`src/rtl/bcd_convert_seq_if.sv`:
```
// Handshake bundle for bcd_convert_seq: operand input channel and BCD result channel.
interface bcd_convert_seq_if #(
    parameter int unsigned BIN_W  = 12,
    parameter int unsigned DIGITS = 4
);
    localparam int unsigned BCD_W  = 4 * DIGITS;
    localparam int unsigned NDIG_W = $clog2(DIGITS + 1);

    logic              in_valid;
    logic              in_ready;
    logic [BIN_W-1:0]  in_data;
    logic              out_valid;
    logic              out_ready;
    logic [BCD_W-1:0]  out_bcd;
    logic [NDIG_W-1:0] out_ndig;
    logic              out_sign;

    modport master (
        output in_valid, in_data, out_ready,
        input  in_ready, out_valid, out_bcd, out_ndig, out_sign
    );

    modport slave (
        input  in_valid, in_data, out_ready,
        output in_ready, out_valid, out_bcd, out_ndig, out_sign
    );
endinterface

```
`src/rtl/bcd_convert_seq.sv`:
```
// Sequential double-dabble binary-to-BCD converter, one shift per clock, valid/ready on both sides.
// Optional macro BCD_SIGNED_EN: treat in_data as two's complement and report the sign on out_sign.
module bcd_convert_seq #(
    parameter int unsigned BIN_W  = 12,
    parameter int unsigned DIGITS = 4
) (
    input  logic              clk,
    input  logic              reset_n,
    bcd_convert_seq_if.slave  bus
);
    localparam int unsigned BCD_W  = 4 * DIGITS;
    localparam int unsigned SCR_W  = BCD_W + BIN_W;
    localparam int unsigned CNT_W  = $clog2(BIN_W + 1);
    localparam int unsigned NDIG_W = $clog2(DIGITS + 1);

    // True when DIGITS decimal digits can hold the largest BIN_W-bit value.
    function automatic bit digits_fit(input int unsigned bw, input int unsigned nd);
        logic [127:0] p10;
        logic [127:0] maxv;
        p10  = 128'd1;
        maxv = (128'd1 << bw) - 128'd1;
        for (int unsigned i = 0; i < nd; i++) begin
            if (p10 <= maxv) p10 = p10 * 128'd10;
        end
        return p10 > maxv;
    endfunction

    if (BIN_W < 4 || BIN_W > 32) begin : g_bad_width
        $error("bcd_convert_seq: BIN_W=%0d outside 4..32", BIN_W);
    end
    if (!digits_fit(BIN_W, DIGITS)) begin : g_bad_digits
        $error("bcd_convert_seq: DIGITS=%0d too small for BIN_W=%0d", DIGITS, BIN_W);
    end

    typedef enum logic [1:0] {
        IDLE = 2'd0,
        CONV = 2'd1,
        DONE = 2'd2
    } state_t;

    state_t            state;
    state_t            state_next;
    logic [CNT_W-1:0]  cnt;
    logic [SCR_W-1:0]  scratch;
    logic [SCR_W-1:0]  scratch_adj;
    logic [SCR_W-1:0]  scratch_shift;
    logic [BCD_W-1:0]  bcd_res;
    logic [NDIG_W-1:0] ndig_res;
    logic [BIN_W-1:0]  operand;
    logic              accept;
    logic              step;
    logic              last;
    logic              in_ready_next;
    logic              out_valid_next;

    // State register
    always_ff @(posedge clk or negedge reset_n) begin
        if (!reset_n) state <= IDLE;
        else          state <= state_next;
    end

    // Next-state logic
    always_comb begin
        state_next = state;
        unique case (state)
            IDLE:    if (bus.in_valid) state_next = CONV;
            CONV:    if (cnt == CNT_W'(1)) state_next = DONE;
            DONE:    if (bus.out_ready) state_next = IDLE;
            default: state_next = IDLE;
        endcase
    end

    // Control outputs; handshake flags are registered from the next state
    always_comb begin
        accept         = 1'b0;
        step           = 1'b0;
        last           = 1'b0;
        in_ready_next  = (state_next == IDLE);
        out_valid_next = (state_next == DONE);
        unique case (state)
            IDLE:    accept = bus.in_valid;
            CONV: begin
                step = 1'b1;
                last = (cnt == CNT_W'(1));
            end
            DONE:    ;
            default: ;
        endcase
    end

`ifdef BCD_SIGNED_EN
    logic sign_stage;

    // Magnitude of the two's-complement input; the most negative value maps onto itself as unsigned.
    assign operand = bus.in_data[BIN_W-1] ? BIN_W'(-bus.in_data) : bus.in_data;

    always_ff @(posedge clk or negedge reset_n) begin
        if (!reset_n) begin
            sign_stage   <= 1'b0;
            bus.out_sign <= 1'b0;
        end else begin
            if (accept) sign_stage   <= bus.in_data[BIN_W-1];
            if (last)   bus.out_sign <= sign_stage;
        end
    end
`else
    assign operand      = bus.in_data;
    assign bus.out_sign = 1'b0;
`endif

    // One double-dabble iteration: add 3 to every digit >= 5, then shift left
    always_comb begin
        scratch_adj = scratch;
        for (int unsigned d = 0; d < DIGITS; d++) begin
            if (scratch[BIN_W + 4*d +: 4] >= 4'd5)
                scratch_adj[BIN_W + 4*d +: 4] = scratch[BIN_W + 4*d +: 4] + 4'd3;
        end
        scratch_shift = {scratch_adj[SCR_W-2:0], 1'b0};
        bcd_res       = scratch_shift[SCR_W-1 -: BCD_W];
    end

    // Significant digit count from the most significant non-zero digit
    always_comb begin
        ndig_res = NDIG_W'(1);
        for (int unsigned d = 0; d < DIGITS; d++) begin
            if (bcd_res[4*d +: 4] != 4'd0) ndig_res = NDIG_W'(d + 1);
        end
    end

    // Datapath and registered outputs
    always_ff @(posedge clk or negedge reset_n) begin
        if (!reset_n) begin
            scratch       <= '0;
            cnt           <= '0;
            bus.in_ready  <= 1'b1;
            bus.out_valid <= 1'b0;
            bus.out_bcd   <= '0;
            bus.out_ndig  <= NDIG_W'(1);
        end else begin
            bus.in_ready  <= in_ready_next;
            bus.out_valid <= out_valid_next;
            if (accept) begin
                scratch <= {BCD_W'(0), operand};
                cnt     <= CNT_W'(BIN_W);
            end else if (step) begin
                scratch <= scratch_shift;
                cnt     <= cnt - CNT_W'(1);
            end
            if (last) begin
                bus.out_bcd  <= bcd_res;
                bus.out_ndig <= ndig_res;
            end
        end
    end
endmodule

```
`src/flat_wrapper.sv`:
```
// flat-port wrapper written by rule: the top's interface ports become plain ports
module bcd_convert_seq_flat 
#(
    parameter int unsigned BIN_W  = 12,
    parameter int unsigned DIGITS = 4
)
  (clk, reset_n, bus_in_valid, bus_in_data, bus_out_ready, bus_in_ready, bus_out_valid, bus_out_bcd, bus_out_ndig, bus_out_sign);
  bcd_convert_seq_if #(.BIN_W(BIN_W), .DIGITS(DIGITS)) bus_i ();
  input  logic clk;
  input  logic reset_n;
  input wire logic [$bits(bus_i.in_valid)-1:0] bus_in_valid;
  input wire logic [$bits(bus_i.in_data)-1:0] bus_in_data;
  input wire logic [$bits(bus_i.out_ready)-1:0] bus_out_ready;
  output wire logic [$bits(bus_i.in_ready)-1:0] bus_in_ready;
  output wire logic [$bits(bus_i.out_valid)-1:0] bus_out_valid;
  output wire logic [$bits(bus_i.out_bcd)-1:0] bus_out_bcd;
  output wire logic [$bits(bus_i.out_ndig)-1:0] bus_out_ndig;
  output wire logic [$bits(bus_i.out_sign)-1:0] bus_out_sign;
  assign bus_i.in_valid = bus_in_valid;
  assign bus_i.in_data = bus_in_data;
  assign bus_i.out_ready = bus_out_ready;
  assign bus_in_ready = bus_i.in_ready;
  assign bus_out_valid = bus_i.out_valid;
  assign bus_out_bcd = bus_i.out_bcd;
  assign bus_out_ndig = bus_i.out_ndig;
  assign bus_out_sign = bus_i.out_sign;
  bcd_convert_seq #(.BIN_W(BIN_W), .DIGITS(DIGITS)) u_core (.clk(clk), .reset_n(reset_n), .bus(bus_i));
endmodule
```
`config.mk`:
```
export PLATFORM = sky130hd
export DESIGN_NAME = bcd_convert_seq_flat
export DESIGN_NICKNAME = d
export VERILOG_FILES = /design/src/rtl/bcd_convert_seq_if.sv /design/src/rtl/bcd_convert_seq.sv /design/src/flat_wrapper.sv
export SDC_FILE = /design/constraint.sdc
export NUM_CORES = 1
export LEC_CHECK = 0
export ABC_AREA = 1
export CAP_MARGIN = 20
export CORE_ASPECT_RATIO = 1.25
export CORE_MARGIN = 2
export CORE_UTILIZATION = 50
export DETAILED_ROUTE_END_ITERATION = 8
export PLACE_DENSITY = 0.73
export SLEW_MARGIN = 20
export SYNTH_ARGS = -nofsm -noshare
export SYNTH_HDL_FRONTEND = slang
export SYNTH_SLANG_ARGS = --single-unit
```
`constraint.sdc`:
```
create_clock -name clk -period 2 [get_ports clk]
set_input_delay 0.2 -clock clk [delete_from_list [all_inputs] [get_ports clk]]
set_output_delay 0.2 -clock clk [all_outputs]
set_load 0.03 [all_outputs]
```
==> results.md <==
- Top Usage Layer GRT: met2
- DP Cell Count: 396
- M3 GR Usage: 0.0341
- Die Y: around 86 um
- Clock Tree Root: clkbuf_8
- Crit path depth: 1
- Setup Skew: 0.0107 ns
- Synth area leader: dfrtp_1
- # IOs: 38
- Total Wirelength: 4.99 mm
- Clk pin slew, worst setup/hold paths: ~0.09 ns
- Final worst-path cycle share: 0.849
- H-tree levels: 2
- Initial drt markers: 85
- P_leak: 1.58 nW
- First-pass iteration count of the detailed router: 4
- Fmax: 589 MHz
- DR WL/cell: 12.3 um
- Post-Route Utilization: 0.634
- Syn_nets: between 300 and 400
- Initial antenna violation count: 0
- YS warnings: 0
- Post-route ant nets: 0
- Crit-path max FO: 2
- Avg Cell Area, Syn: 8.96 um^2
- First-pass GRT wire length: 8.82 mm
- PwrDens: 1790 nW/um^2
- Yosys cell types: 31
- Outcome: finished clean
- WP data arrival: 1.50 ns
- Synth top area cells: dfrtp_1 (49%), nand2_1 (12%), inv_1 (5.0%)
- GRT overflow: 0
- DP HPWL: roughly 3.7 mm
- Total track usage: 0.182
- Largest delay share family, worst path: buffers and inverters
- Setup crit start kind: flop
- Post-cts sizing count: 0
- Top-area cell type share of the netlist area: 0.493
- RSZ-0062 raised after global routing: no
- Fin. Hold Viols: 0
- Min Tclk post-route: 1.70 ns
- Synth-to-Final Area Change: 20.7%
- CP endpoint kind: output pin
- Die area: between 5000 and 6000 um^2
- GP Congestion: 0.808
- Worst Hold Class: input pin to asynchronous set/reset pin
- Port Buffers: 36
- Number of global-route vias before repair: about 2000
- GR Layer Usage met1: 0.227
- Post-Synthesis Cells: 300
- Diodes inserted: 0
- #FFs+latches synth: 55
- TritonCTS clock tree: built
- Die Span X: 69.6 um
- TNS Setup: 0 ns
- Worst path slowest cell: clkdlybuf4s50_1
- Non-filler cells, final: 405
- Proportion of layout cells with a drive suffix above 1: 0.114
- Core area: between 5000 and 6000 um^2
- Final #Nets: around 370
- Routed vias/inst: 5.16
- Max-cap viol count: 0
- Register area share after synthesis: 0.513
- Via count: 2091
- Finish-stage setup viols: 0
- M2 GR Usage: 0.319
- Initial core utilization: 0.526
- Total clock sinks: 55
- CP required: 1.80 ns
- Drt drc: 0
- Largest stage delay on the critical path: 0.66 ns
- Hold WS: between 0.4 and 0.5 ns
- Cell Rows: 29
- Clock Tree Buf Depth: 2
- Buffers inserted by post-CTS timing repair: 0
- Num CTS Buffers: 5
- Largest net degree at the start of global routing: 30
- R2R depth: 11
- CP Buf/Inv Count: 1
- Critical path class: flop to output pin
- Post-synthesis cell area: 2690 um^2
- Worst vdd ir: about 0.00078 V
- Pins Over Slew Limit: 0
- Skew-Pair Late Insertion Delay: 0.31 ns
- CP Cell Sequence: clkdlybuf4s50_1
## worst paths after layout
kind | startpoint | end | slack [ns]
max in group asynchronous | reset_n | u_core.bus.in_ready | 1.26
min reg2reg | u_core.bus.out_ndig[0] | u_core.bus.out_ndig[0] | 0.47
max reg2reg | u_core.scratch[17] | u_core.bus.out_ndig[1] | 0.34
min in group clk | bus_in_data[3] | u_core.scratch[3] | 0.45
min | reset_n | u_core.bus.out_bcd[3] | 0.42
max | u_core.bus.out_ndig[0] | bus_out_ndig[0] | 0.30
## kinds of logic after synthesis
| kind of cell | count (synthesis) | synth area share |
|---|---|---|
| AO/OA/AOI/OAI | 55 | 0.141 |
| adder cells (fa/ha/maj) | 10 | 0.0465 |
| XOR/XNOR | 2 | 0.00652 |
| other | 1 | 0.00139 |
| AND/OR/NAND/NOR | 127 | 0.210 |
| flip-flops | 55 | 0.513 |
| buffers and inverters | 50 | 0.0810 |
## state kept, by name, indices dropped and copies added, names as in the netlist
register,count
u_core.bus.in_ready,1
u_core.scratch,28
u_core.bus.out_ndig,3
u_core.bus.out_valid,1
u_core.cnt,4
u_core.state,2
u_core.bus.out_bcd,16
## routing by layer
layer	wire length [um]	vias up	share of wire
met5	0	-	0
met4	54	0	0.011
met3	214	5	0.043
met2	2580	61	0.52
met1	2150	961	0.43
li1	-	1064	-
## power breakdown
| group | switching [mW] | internal, mW | total, mW |
|---|---|---|---|
| clock network | 0.350 | 0.405 | 0.756 |
| registers | 0.290 | 1.63 | 1.92 |
| logic | 1.93 | 1.21 | 3.14 |
| total | 2.57 | 3.25 | 5.82 |
## cell usage in the layout, fill, tap and decap left out, types with 8 or more instances in the layout
master and instances:
o21ai_0 14, inv_1 36, nor2_1 9, nand3_1 16, o22ai_2 8, ha_1 10
nand2_1 88, clkdlybuf4s50_1 35, o22ai_1 8, buf_4 8, dfrtp_1 53, o21ai_1 12
## repair_timing
action | in CTS | in global routing
hold buffers | 1 | 0
endpoints found under the setup margin | 0 | 0
hold endpoints to repair | 53 | 0
## layout make-up
| cell class | count | area (um^2) |
|---|---|---|
| clock buffer | 6 | 82.6 |
| clock inverter | 2 | 35.0 |
| fill | 467 | 1870 |
| inverter | 40 | 153 |
| multi-input combinational | 195 | 1090 |
| sequential | 55 | 1380 |
| tap | 62 | 77.6 |
| timing repair buffer | 45 | 425 |
## stage by stage
step / worst slack, ns / power [mW] / instance area, um^2
2_1_floorplan: 0.541 / 4.18 / 2690
3_3_place_gp: 0.397 / 5.02 / 3120
3_5_place_dp: 0.365 / 5.10 / 3120
4_1_cts: 0.284 / 5.87 / 3240
5_1_grt: 0.147 / 6.32 / 3240
6_report: 0.303 / 5.82 / 3240
## Yosys cell counts
master    number
nand2_1       88
dfrtp_1       53
inv_1         36
nand3_1       16
o21ai_0       14
o21ai_1       12
ha_1          10
nor2_1         9
o22ai_1        8
o22ai_2        8
buf_2          7
o221ai_1       6
nand4_1        5
inv_2          3
nor2_2         3
a21oi_1        2
buf_6          2
dfstp_2        2
o211ai_1       2
o31ai_1        2
xor2_1         2
a21boi_0       1
buf_4          1
conb_1         1
inv_4          1
nand2_2        1
nand2_4        1
nand3_2        1
nor2_8         1
nor3_1         1
nor3b_4        1
No activity file was read; power rests on OpenSTA's default activity.
